===== config.mk =====
export PLATFORM = sky130hd
export DESIGN_NAME = immgen_pipe
export DESIGN_NICKNAME = d
export VERILOG_FILES = /design/src/rtl/immgen_pkg.sv /design/src/rtl/immgen_pipe_skid_buffer.sv /design/src/rtl/immgen_pipe.sv
export SDC_FILE = /design/constraint.sdc
export NUM_CORES = 1
export LEC_CHECK = 0
export BUFFER_PORTS_ARGS = -buffer_cell sky130_fd_sc_hd__buf_2
export CAP_MARGIN = 40
export CORE_ASPECT_RATIO = 1.5
export CORE_UTILIZATION = 49
export DETAILED_ROUTE_END_ITERATION = 7
export MAX_ROUTING_LAYER = met4
export PLACE_DENSITY = 0.86
export REMOVE_ABC_BUFFERS = 1
export SYNTH_ARGS = -nofsm -noshare
export SYNTH_HDL_FRONTEND = slang
export SYNTH_SLANG_ARGS = --single-unit

===== constraint.sdc =====
create_clock -name clk -period 1.4 [get_ports clk]
set_input_delay 0.14 -clock clk [delete_from_list [all_inputs] [get_ports clk]]
set_output_delay 0.14 -clock clk [all_outputs]
set_load 0.01 [all_outputs]

===== src/rtl/immgen_pkg.sv =====
// Shared definitions for the decode-stage immediate generator: the select
// encoding and the format decode used by immgen_pipe.
package immgen_pkg;

    localparam int IMM_SEL_W = 3;

    // Codes 0..4 keep the numbering the older immediate defines used.
    typedef enum logic [IMM_SEL_W-1:0] {
        IMM_I    = 3'd0,
        IMM_S    = 3'd1,
        IMM_B    = 3'd2,
        IMM_U    = 3'd3,
        IMM_J    = 3'd4,
        IMM_Z    = 3'd5,
        IMM_SH   = 3'd6,
        IMM_RSVD = 3'd7
    } imm_sel_e;

    // Decode instr[31:7] into a 64-bit immediate plus an illegal flag in
    // bit 64. Every format is extended to 64 bits, so the low xlen bits are
    // exactly the XLEN-wide result; xlen only matters for the shift amount.
    function automatic logic [64:0] imm_decode(
        input logic [24:0]          instr,
        input logic [IMM_SEL_W-1:0] sel,
        input int unsigned          xlen
    );
        logic [31:0] f;
        logic [63:0] imm;
        logic        illegal;
        f       = {instr, 7'b0};
        imm     = '0;
        illegal = 1'b0;
        case (imm_sel_e'(sel))
            IMM_I:  imm = {{52{f[31]}}, f[31:20]};
            IMM_S:  imm = {{52{f[31]}}, f[31:25], f[11:7]};
            IMM_B:  imm = {{51{f[31]}}, f[31], f[7], f[30:25], f[11:8], 1'b0};
            IMM_U:  imm = {{32{f[31]}}, f[31:12], 12'b0};
            IMM_J:  imm = {{43{f[31]}}, f[31], f[19:12], f[20], f[30:21], 1'b0};
            IMM_Z:  imm = {59'b0, f[19:15]};
            IMM_SH: imm = (xlen == 64) ? {58'b0, f[25:20]} : {59'b0, f[24:20]};
            default: begin
                imm     = '0;
                illegal = 1'b1;
            end
        endcase
        return {illegal, imm};
    endfunction

endpackage


===== src/rtl/immgen_pipe_skid_buffer.sv =====
// Generic 2-entry valid/ready register slice. The output register feeds the
// consumer; the skid entry catches the one transfer that arrives while the
// output is stalled, so in_ready comes straight from a flop.
//
// Handshake: a transfer happens on a rising edge where valid && ready. The
// producer side never depends on out_ready combinationally; payload and
// out_valid hold steady while out_valid && !out_ready. flush empties both
// entries on the next edge and drops whatever is offered that cycle.
module skid_buffer #(
    parameter int W = 8
) (
    input  logic         clk,
    input  logic         rst_n,
    input  logic         flush,
    input  logic         in_valid,
    output logic         in_ready,
    input  logic [W-1:0] in_data,
    output logic         out_valid,
    input  logic         out_ready,
    output logic [W-1:0] out_data
);

    logic         skid_valid;
    logic [W-1:0] skid_data;
    logic         accept;
    logic         fire;

    assign in_ready = ~skid_valid;
    assign accept   = in_valid & ~skid_valid;
    assign fire     = out_valid & out_ready;

    // Move entries skid -> output -> consumer in FIFO order; flush wins.
    always_ff @(posedge clk or negedge rst_n) begin
        if (!rst_n) begin
            out_valid  <= 1'b0;
            skid_valid <= 1'b0;
            out_data   <= '0;
            skid_data  <= '0;
        end else if (flush) begin
            out_valid  <= 1'b0;
            skid_valid <= 1'b0;
        end else if (!out_valid || fire) begin
            if (skid_valid) begin
                // skid_valid blocks accept, so nothing new arrives here
                out_data   <= skid_data;
                out_valid  <= 1'b1;
                skid_valid <= 1'b0;
            end else if (accept) begin
                out_data  <= in_data;
                out_valid <= 1'b1;
            end else begin
                out_valid <= 1'b0;
            end
        end else if (accept) begin
            skid_data  <= in_data;
            skid_valid <= 1'b1;
        end
    end

endmodule


===== src/rtl/immgen_pipe.sv =====
// Registered immediate generator for the decode stage. The immediate is
// decoded combinationally from the incoming instruction and then carried,
// with its tag and illegal flag, through a 2-entry skid buffer.
module immgen_pipe
    import immgen_pkg::*;
#(
    parameter int XLEN  = 32,  // 32 or 64
    parameter int TAG_W = 32
) (
    input  logic                 clk,
    input  logic                 rst_n,
    input  logic                 flush,
    input  logic                 in_valid,
    output logic                 in_ready,
    input  logic [24:0]          instr,
    input  logic [IMM_SEL_W-1:0] imm_sel,
    input  logic [TAG_W-1:0]     in_tag,
    output logic                 out_valid,
    input  logic                 out_ready,
    output logic [XLEN-1:0]      imm_out,
    output logic [TAG_W-1:0]     out_tag,
    output logic                 out_illegal
);

    localparam int W = XLEN + TAG_W + 1;

    logic [64:0]  dec;
    logic [W-1:0] in_data;
    logic [W-1:0] out_data;

    // Decode the incoming instruction before it is registered.
    always_comb begin
        dec = imm_decode(instr, imm_sel, XLEN);
    end

    // Upper decode bits are pure sign/zero extension when XLEN is 32.
    if (XLEN < 64) begin : g_narrow
        logic unused_hi;
        assign unused_hi = ^dec[63:XLEN];
    end

    assign in_data = {dec[64], in_tag, dec[XLEN-1:0]};

    skid_buffer #(
        .W(W)
    ) u_skid (
        .clk       (clk),
        .rst_n     (rst_n),
        .flush     (flush),
        .in_valid  (in_valid),
        .in_ready  (in_ready),
        .in_data   (in_data),
        .out_valid (out_valid),
        .out_ready (out_ready),
        .out_data  (out_data)
    );

    assign imm_out     = out_data[XLEN-1:0];
    assign out_tag     = out_data[XLEN+TAG_W-1:XLEN];
    assign out_illegal = out_data[W-1];

endmodule


==> results of run 1 <==
final timing paths:
kind,cells after the start,endpoint,slack (ns),start
max in group asynchronous,3,u_skid.out_data[45]$_DFFE_PN0P_,0.64,rst_n
worst min-delay path,2,u_skid.skid_data[48]$_DFFE_PN0P_,0.009,in_tag[16]
worst max-delay path,7,u_skid.out_data[25]$_DFFE_PN0P_,-0.18,u_skid.out_valid$_DFFE_PN0N_
worst min register to register,2,u_skid.out_data[58]$_DFFE_PN0P_,0.48,u_skid.out_data[58]$_DFFE_PN0P_
min in group asynchronous,2,u_skid.skid_data[53]$_DFFE_PN0P_,0.19,rst_n
worst max register to register,7,u_skid.out_data[25]$_DFFE_PN0P_,-0.18,u_skid.out_valid$_DFFE_PN0N_
routing by layer:
layer | part of all wire | track usage | vias up
met5 | 0 | - | -
met1 | 0.36 | 0.314 | 2750
li1 | - | - | 2520
met3 | 0.061 | 0.0647 | 67
met4 | 0.038 | 0.104 | 0
met2 | 0.54 | 0.472 | 293
layout make-up:
cell class                 instances  area, um2
sequential                       132       3300
fill                             781       3150
multi-input combinational        419       2830
timing repair buffer             233       1940
clock buffer                      23        468
tap                              153        191
clock inverter                     9        175
inverter                           3       23.8
sequential cells by signal (all words and copies together), names as in the netlist:
name / cells
u_skid.out_data: 65
u_skid.skid_valid: 1
u_skid.out_valid: 1
u_skid.skid_data: 65
metrics by stage:
stage | total power, W | util | area [um2] | setup WS [ns]
3_3_place_gp | 0.00674 | 0.587 | 7090 | -0.165
5_1_grt | 0.0128 | 0.740 | 8930 | -0.235
2_1_floorplan | 0.00591 | - | 5820 | -2.58
4_1_cts | 0.0119 | 0.694 | 8380 | -0.0859
6_report | 0.0123 | 0.740 | 8930 | -0.179
3_5_place_dp | 0.00687 | 0.587 | 7090 | -0.207
where the power goes:
group          leakage, nW  switching (W)  total, W  internal [W]
logic                 2.15        0.00120   0.00235       0.00115
registers             1.67       0.000508   0.00506       0.00455
clock network        0.307        0.00165   0.00490       0.00325
synth_stat cells, types with 3 or more instances:
cell type  instances
nand2_1          104
mux2_2            39
dfrtp_1          132
a211oi_1           4
o21ai_0           52
o211ai_1          13
buf_4              5
nor2_1            20
inv_1              3
nand3b_1          12
buf_6              5
o21ai_1           46
nand2b_1           9
nand3_1           23
buf_2             24
clkbuf_1          14
mux2i_1           37
a21oi_1           43
critical path, cell delays in order (launching register included):
cell and delay, ns:
dfrtp_1 0.39, nor2b_4 0.14, buf_6 0.12, nor3_4 0.22
buf_4 0.15, buf_2 0.15, o21ai_0 0.11, o21ai_1 0.20
cells by family (layout without fill, tap and decap cells):
family / after synthesis / in the layout / synth area share
flops: 132 / 132 / 0.542
fa+ha+maj: 1 / 1 / 0.00185
mux: 76 / 76 / 0.133
buf+inv: 52 / 268 / 0.0462
simple gates: 180 / 180 / 0.135
compound gates: 162 / 162 / 0.142
what timing repair did:
| item | CTS | global route |
|---|---|---|
| buffers inserted | 9 | 8 |
| hold buffers | 32 | 0 |
| hold endpoints to repair | 142 | 0 |
| resized for setup | 33 | 130 |
| pin swaps | 4 | 40 |
| endpoints found under the setup margin | 106 | 130 |
| cloned | 6 | 8 |
==> summary.md, run 1 <==
| Metric | Value |
|---|---|
| Max cap viols | `0` |
| Initial DRT Pass Iterations | `5` |
| Fmax achieved | `~630 MHz` |
| Drt drc | `0` |
| Skew-Pair Late Insertion Delay | `roughly 0.42 ns` |
| Share of the synthesized area in the top cell type | `0.542` |
| Vias/cell | `5.79` |
| Final setup violating endpoints | `roughly 110` |
| Actual slew at the worst max-slew pin | `just under 0.5 ns` |
| Root Driver | `clkbuf_16` |
| Leading area contributor after synthesis | `dfrtp_1` |
| Initial antenna violation count | `0` |
| Post-Route WL | `19.5 mm` |
| Final Hold Vio Count | `0` |
| Post-synthesis sequential area ratio | `0.542` |
| Largest net degree at the start of global routing | `41` |
| Unrepaired setup endpoints after global routing | `yes` |
| Num CTS Buffers | `17` |
| # clock sinks | `between 100 and 150` |
| Number of port buffers | `between 100 and 150` |
| Fin Hold WS | `about 0.0094 ns` |
| Remaining global-route overflow | `0` |
| Reg clk slew, reported paths | `~0.060 ns` |
| Worst EP arrival | `around 1.9 ns` |
| Period utilisation layout | `1.13` |
| Most frequent cells in the layout | `dfrtp_1, buf_2, nand2_1` |
| Diodes inserted | `0` |
| Tmin final | `between 1.5 and 2 ns` |
| Placed cells | `between 800 and 900` |
| CP required | `around 1.7 ns` |
| Total of warnings raised by yosys | `0` |
| Worst VDD drop | `784 uV` |
| DRT iter0 DRCs | `363` |
| First-pass GRT wire length | `26.6 mm` |
| HP Class | `in -> reg` |
| Syn Area/Cell | `roughly 10 um2` |
| Ports | `132` |
| Core area | `12100 um2` |
| Dominant synthesized flop cell | `dfrtp_1` |
| CTS H-tree depth | `4` |
| Critical Path Sink Type | `flip-flop` |
| Setup Skew | `~0.0067 ns` |
| WL/cell | `20.1 um` |
| Dpl hpwl | `9.98 mm` |
| Failing checks | `negative setup slack` |
| Routed vias | `5630` |
| Initial Utilization | `0.505` |
| Pins Over Slew Limit | `0` |
| Leakage | `between 4 and 5 nW` |
| Layout cells sized above 1 | `0.424` |
| Largest cells by area after synthesis | `dfrtp_1, mux2_2, nand2_1` |
| CP Class | `reg -> reg` |
| Crit Path Max Fanout | `5` |
| Die area | `~13000 um2` |
| Asr flop ratio synth | `1.00` |
| Post-layout net count | `about 870` |
| Die Width | `between 90 and 100 um` |
| RD Place Congestion | `about 0.82` |
| Final setup margin | `-0.179 ns` |
| Layout area overhead | `46.6%` |
| Cell variety after synth | `35` |
| CTS tree | `yes` |
| Pwr Density | `1380 nW/um2` |
| Num rows | `49` |
| Post-synthesis cell count | `603` |
| #FFs+latches synth | `roughly 130` |
| GRT Total Usage | `0.277` |
| Antenna viol nets, final | `0` |
| Status | `finished, violations left` |
| Post-synth EDFFs | `0` |
| Die Y | `between 100 and 150 um` |
| Sum Neg Setup Slack | `-10.95 ns` |
| Synthesized area | `~6000 um2` |
| CP startpoint kind | `flip-flop` |
| Clock Tree Buf Depth | `2` |
| Vias in the first global route | `approximately 5400` |
| Relative slew slack | `0.666` |
| Fin cells | `between 900 and 1000` |
| Leading cell type in the layout, fill and taps excluded | `dfrtp_1` |
Note: power is estimated with default switching activity, not from simulation.
==> run 2, diff against run 1 <==
--- a/config.mk
+++ b/config.mk
@@ -6,7 +6,7 @@
 export NUM_CORES = 1
 export LEC_CHECK = 0
 export BUFFER_PORTS_ARGS = -buffer_cell sky130_fd_sc_hd__buf_2
-export CAP_MARGIN = 40
+export CAP_MARGIN = 20
 export CORE_ASPECT_RATIO = 1.5
 export CORE_UTILIZATION = 49
 export DETAILED_ROUTE_END_ITERATION = 7
==> constraint.sdc (replaced) <==
create_clock -name clk -period 1.4 [get_ports clk]
set_input_delay 0.21 -clock clk [delete_from_list [all_inputs] [get_ports clk]]
set_output_delay 0.21 -clock clk [all_outputs]
set_load 0.01 [all_outputs]
==> summary.md, run 2 (synthesis results as in run 1) <==
| Metric | Value |
|---|---|
| Critical Path Sink Type | `flip-flop` |
| Setup slack, reg-to-reg | `-0.16 ns` |
| # clock sinks | `about 130` |
| Reg2reg start | `u_skid.out_valid$_DFFE_PN0N_` |
| Die Y | `139 um` |
| Initial Utilization | `0.505` |
| Unrepaired setup endpoints after global routing | `yes` |
| Sw Pwr | `approximately 0.0033 W` |
| Diodes inserted | `0` |
| HP Class | `in -> reg` |
| Sequential share of power | `0.433` |
| Num CTS Buffers | `17` |
| Layout cells sized above 1 | `0.463` |
| Hold path endpoint | `u_skid.skid_data[46]$_DFFE_PN0P_` |
| CP required | `about 1.7 ns` |
| Root Driver | `clkbuf_16` |
| CP startpoint kind | `flip-flop` |
| Switching Fraction | `0.280` |
| Vias in the first global route | `5069` |
| Vias/cell | `5.88` |
| Final setup violating endpoints | `113` |
| Status | `finished, violations left` |
| Leading cell type in the layout, fill and taps excluded | `dfrtp_1` |
| Initial antenna violation count | `0` |
| Layout area overhead | `42.6%` |
| Routed vias | `~5500` |
| Slowest cell delay on critical path | `0.37 ns` |
| First-pass GRT wire length | `between 20 and 25 mm` |
| Fin Hold WS | `0.0484 ns` |
| Crit Path Max Fanout | `7` |
| CTS H-tree depth | `4` |
| Number of port buffers | `131` |
| Die Width | `93.1 um` |
| Tmin final | `approximately 1.6 ns` |
| Fmax achieved | `between 600 and 700 MHz` |
| CTS tree | `yes` |
| Slowest-stage cell, CP | `dfrtp_1` |
| Num rows | `just under 50` |
| Hold Path Depth | `2` |
| Combinational share of power | `0.198` |
| Initial DRT Pass Iterations | `4` |
| Largest net degree at the start of global routing | `52` |
| Core area | `12100 um2` |
| Remaining global-route overflow | `0` |
| Final setup margin | `-0.162 ns` |
| RD Place Congestion | `approximately 0.81` |
| Reg clk slew, reported paths | `approximately 0.060 ns` |
| Clk network pwr share | `0.369` |
| Post-Route WL | `about 18 mm` |
| Skew-Pair Late Insertion Delay | `0.41 ns` |
| WL/cell | `between 15 and 20 um` |
| DRT iter0 DRCs | `between 200 and 300` |
| Max cap viols | `0` |
| Antenna viol nets, final | `0` |
| Cell Chain, Critical Path | `nor2b_4 -> buf_6 -> nor3_4 -> buf_12 -> nand2_2 -> buf_6 -> o211ai_1` |
| Reg2reg end | `u_skid.out_data[15]$_DFFE_PN0P_` |
| Die area | `12900 um2` |
| Worst VDD drop | `763 uV` |
| GRT Total Usage | `0.255` |
| Final Hold Vio Count | `0` |
| Fill cell count | `between 800 and 900` |
| Worst EP arrival | `1.89 ns` |
| Clock Tree Buf Depth | `2` |
| R2R cell count | `7` |
| Finished Core Util | `0.720` |
| Period utilisation layout | `1.12` |
| WP depth | `7` |
| Actual slew at the worst max-slew pin | `roughly 0.49 ns` |
| CP Class | `reg -> reg` |
| CP most frequent cell | `buf_6` |
| Leakage | `between 3 and 4 nW` |
| Pins Over Slew Limit | `0` |
| Sum Neg Setup Slack | `-6.56 ns` |
| Hold_sp | `in_tag[14]` |
| Pwr Density | `1350 nW/um2` |
| Setup Skew | `about 0.0088 ns` |
| Top flop regs | `u_skid.out_data: 65 flops, u_skid.skid_data: 65 flops` |
| Cell Int Power | `about 0.0084 W` |
| Drt drc | `0` |
| CP delay by family, top | `simple AND/OR/NAND/NOR gates` |
| Ports | `132` |
| Most frequent cells in the layout | `dfrtp_1, buf_2, nand2_1` |
| Post-layout net count | `840` |
| Relative slew slack | `0.666` |
| Dpl hpwl | `9.93 mm` |
| Failing checks | `negative setup slack` |
| CP bufs+invs | `3` |
[run 2: changes by cell type in the layout (fill, tap and decap cells not counted), moves of 2 or more]
cell           before  now
o21ai_0            21   11
clkinv_2            2    4
clkbuf_1            4    2
o21ai_1            50   52
o21ai_2            28   36
nand2_1            64   56
clkbuf_16          23   26
bufinv_16           5    2
mux2_4              7    5
nand2_4            10   20
mux2_2             32   34
nand2_2            30   28
dlygate4sd3_1      32    1
[run 2: what timing repair did]
item,CTS,global route
cloned,3,13
hold endpoints to repair,44,0
setup buffers,4,9
pin swaps,6,51
hold buffers,1,0
endpoints found under the setup margin,110,123
gates resized for setup,27,169
[run 2: power groups by stage]
stage / registers (W) / clock network, W / logic, W
2_1_floorplan: 0.00506 / 0 / 0.000849
3_3_place_gp: 0.00494 / 0 / 0.00181
3_5_place_dp: 0.00498 / 0 / 0.00190
4_1_cts: 0.00493 / 0.00436 / 0.00196
5_1_grt: 0.00514 / 0.00455 / 0.00253
6_report: 0.00508 / 0.00433 / 0.00232
[run 2: final cells by class]
class	count	area, um2	area share
tap	153	191	0.0220
inverter	3	18.8	0.00216
sequential	132	3300	0.380
timing repair buffer	202	1680	0.193
clock buffer	22	474	0.0546
multi-input combinational	419	2920	0.336
clock inverter	9	104	0.0119
[run 2: worst register-to-register path, stage by stage, from the launching register on]
cell and delay (ns):
dfrtp_1 0.37, nor2b_4 0.13, buf_6 0.13, nor3_4 0.23
buf_12 0.17, nand2_2 0.11, buf_6 0.16, o211ai_1 0.18
[run 2: how the worst max path moves through the flow]
| stage | startpoint | end |
|---|---|---|
| 3_5_place_dp | u_skid.out_valid$_DFFE_PN0N_ | u_skid.out_data[34]$_DFFE_PN0P_ |
| 3_3_place_gp | u_skid.out_valid$_DFFE_PN0N_ | u_skid.out_data[39]$_DFFE_PN0P_ |
| 5_1_grt | u_skid.out_valid$_DFFE_PN0N_ | u_skid.out_data[16]$_DFFE_PN0P_ |
| 6_report | u_skid.out_valid$_DFFE_PN0N_ | u_skid.out_data[15]$_DFFE_PN0P_ |
| 2_1_floorplan | u_skid.skid_valid$_DFFE_PN0P_ | u_skid.skid_data[0]$_DFFE_PN0P_ |
| 4_1_cts | u_skid.skid_valid$_DFFE_PN0P_ | u_skid.out_data[5]$_DFFE_PN0P_ |
[run 2: metal layers]
metal / global-route usage / share of wire / vias up
met5: - / 0 / -
met4: 0.0834 / 0.040 / 0
met3: 0.0521 / 0.061 / 74
met2: 0.414 / 0.53 / 269
met1: 0.316 / 0.37 / 2741
li1: - / - / 2446
[run 2: stage by stage]
step	total power, W	instances	cell area, um2	setup WS [ns]
floorplan	0.00591	554	5820	-2.58
global route	0.0122	940	8690	-0.235
detailed placement	0.00688	882	7150	-0.206
finish	0.0117	940	8690	-0.162
global placement	0.00675	882	7150	-0.170
CTS	0.0112	921	7920	-0.0888
==> run 3, diff against run 2 <==
--- a/config.mk
+++ b/config.mk
@@ -8,11 +8,13 @@
 export BUFFER_PORTS_ARGS = -buffer_cell sky130_fd_sc_hd__buf_2
 export CAP_MARGIN = 20
 export CORE_ASPECT_RATIO = 1.5
-export CORE_UTILIZATION = 49
+export CORE_UTILIZATION = 39
+export CTS_BUF_LIST = sky130_fd_sc_hd__clkbuf_8
 export DETAILED_ROUTE_END_ITERATION = 7
 export MAX_ROUTING_LAYER = met4
-export PLACE_DENSITY = 0.86
+export PLACE_DENSITY = 0.73
 export REMOVE_ABC_BUFFERS = 1
+export SETUP_SLACK_MARGIN = 0.05
 export SYNTH_ARGS = -nofsm -noshare
 export SYNTH_HDL_FRONTEND = slang
 export SYNTH_SLANG_ARGS = --single-unit
==> summary.md, run 3 (synthesis results as in run 1) <==
| Metric | Value |
|---|---|
| Worst EP arrival | `approximately 1.9 ns` |
| Failing checks | `negative setup slack` |
| Slowest-stage cell, CP | `or3_4` |
| Post-layout net count | `between 800 and 900` |
| DRT iter0 DRCs | `around 230` |
| Pwr Density | `about 1300 nW/um2` |
| Worst VDD drop | `about 510 uV` |
| Critical Path Source | `u_skid.skid_valid$_DFFE_PN0P_` |
| Leading cell type in the layout, fill and taps excluded | `dfrtp_1` |
| Die Width | `~100 um` |
| Most frequent cells in the layout | `dfrtp_1, buf_2, nand2_1` |
| Drt drc | `0` |
| Num rows | `55` |
| Fmax achieved | `about 640 MHz` |
| Number of port buffers | `131` |
| Die Y | `between 150 and 200 um` |
| Skew-Pair Late Insertion Delay | `between 0.4 and 0.5 ns` |
| Placed Instance Area | `between 7000 and 8000 um2` |
| Slowest cell delay on critical path | `~0.49 ns` |
| Final Hold Vio Count | `0` |
| Finished Core Util | `0.549` |
| Root Driver | `clkbuf_8` |
| Post-Route WL | `roughly 16 mm` |
| Diodes inserted | `0` |
| WL/cell | `between 15 and 20 um` |
| Layout cells sized above 1 | `0.438` |
| Top flop regs | `u_skid.out_data: 65 flops, u_skid.skid_data: 65 flops` |
| CP required | `approximately 1.7 ns` |
| Fill cell count | `approximately 1400` |
| Setup Skew | `roughly 0.011 ns` |
| Cell Chain, Critical Path | `buf_6 -> nor2_4 -> or3_4 -> clkbuf_16 -> nand2_2 -> o21ai_2` |
| Fin cells | `982` |
| Routed vias | `~5000` |
| Antenna viol nets, final | `0` |
| CP Class | `reg -> reg` |
| Initial DRT Pass Iterations | `5` |
| GRT Total Usage | `0.200` |
| HP Class | `in -> reg` |
| Core area | `between 15000 and 20000 um2` |
| Num CTS Buffers | `17` |
| RD Place Congestion | `0.821` |
| Dpl hpwl | `approximately 10 mm` |
| CTS tree | `yes` |
| Relative slew slack | `0.687` |
| Pins Over Slew Limit | `0` |
| Placed cells | `928` |
| Max cap viols | `0` |
| Leakage | `3.86 nW` |
| Tmin final | `between 1.5 and 2 ns` |
| CP startpoint kind | `flip-flop` |
| Status | `finished, violations left` |
| Initial Utilization | `0.401` |
| Reg clk slew, reported paths | `~0.080 ns` |
| First-pass GRT wire length | `24.5 mm` |
| Clock Tree Buf Depth | `2` |
| # clock sinks | `~130` |
| Unrepaired setup endpoints after global routing | `yes` |
| Final setup margin | `-0.154 ns` |
| Fin area | `between 8000 and 9000 um2` |
| Vias/cell | `around 5.1` |
| Crit Path Max Fanout | `8` |
| Ports | `roughly 130` |
| Final setup violating endpoints | `between 100 and 150` |
| Remaining global-route overflow | `0` |
| Reg2reg start | `u_skid.skid_valid$_DFFE_PN0P_` |
| Period utilisation layout | `1.11` |
| Die area | `16100 um2` |
| CTS H-tree depth | `4` |
| Vias in the first global route | `4900` |
| Actual slew at the worst max-slew pin | `between 0.4 and 0.5 ns` |
| Critical Path Sink Type | `flip-flop` |
| Hold_sp | `in_tag[11]` |
| Initial antenna violation count | `0` |
| Layout area overhead | `37.1%` |
| Largest net degree at the start of global routing | `40` |
-- run 3: cell types whose count changed in the layout (fill, tap and decap cells not counted), sizes merged --
cell	change
bufbuf	+1
inv	+5
buf	-6
bufinv	+2
dlygate4sd3	+4
clkinvlp	-1
clkbuf	-10
or3	+1
-- run 3: layout make-up --
cell class / instances / area [um2] / area share
repair buffers: 196 / 1500 / 0.179
clock inverters: 15 / 203 / 0.0243
multi-input cells: 420 / 2840 / 0.340
well taps: 199 / 249 / 0.0298
inverters: 3 / 23.8 / 0.00285
flip-flops and latches: 132 / 3310 / 0.396
clock buffers: 17 / 234 / 0.0280
-- run 3: repair_timing --
action / in CTS / in global routing
endpoints found under the hold margin: 39 / 0
setup endpoints to repair: 124 / 132
resized for setup: 17 / 105
cloned: 3 / 6
setup buffers: 5 / 3
pin swaps: 1 / 35
hold buffers: 5 / 0
-- run 3: routing by layer --
| metal | global-route usage | part of all wire | vias up |
|---|---|---|---|
| li1 | - | - | 2446 |
| met2 | 0.348 | 0.54 | 131 |
| met3 | 0.0385 | 0.040 | 15 |
| met4 | 0.0687 | 0.011 | 0 |
| met5 | - | 0 | - |
| met1 | 0.232 | 0.41 | 2450 |
-- run 3: final timing paths --
check | slack, ns | cells after the start | endpoint
worst min-delay path | 0.03 | 2 | u_skid.skid_data[43]$_DFFE_PN0P_
min in group asynchronous | 0.26 | 2 | u_skid.out_data[43]$_DFFE_PN0P_
worst max-delay path | -0.15 | 6 | u_skid.out_data[23]$_DFFE_PN0P_
worst min register to register | 0.48 | 2 | u_skid.skid_data[21]$_DFFE_PN0P_
worst max register to register | -0.15 | 6 | u_skid.out_data[23]$_DFFE_PN0P_
max in group asynchronous | 0.58 | 3 | u_skid.skid_valid$_DFFE_PN0P_
-- run 3: power breakdown --
part / leakage, nW / switching (W) / internal (W) / total (W)
combinational: 1.96 / 0.00110 / 0.00108 / 0.00218
clock: 0.223 / 0.00158 / 0.00196 / 0.00354
sequential: 1.67 / 0.000430 / 0.00454 / 0.00497
-- run 3: critical path: cells and delay by family (launching register included) --
family	cells	cell delay (ns)
AOI/OAI and AO/OA	1	0.05
and+or+nand+nor	3	0.62
DFF	1	0.45
buffers and inverters	2	0.33
-- run 3: stage by stage --
step	setup TNS (ns)	setup slack, ns	hold slack [ns]	total power [W]
after floorplan	-296.50	-2.58	-0.0856	0.00591
after global placement	-2.62	-0.0598	0.141	0.00678
after detailed placement	-3.86	-0.0779	0.144	0.00687
after CTS	-7.99	-0.139	0.0000868	0.0105
after global routing	-17.56	-0.192	0.000934	0.0113
final	-10.38	-0.154	0.0319	0.0107
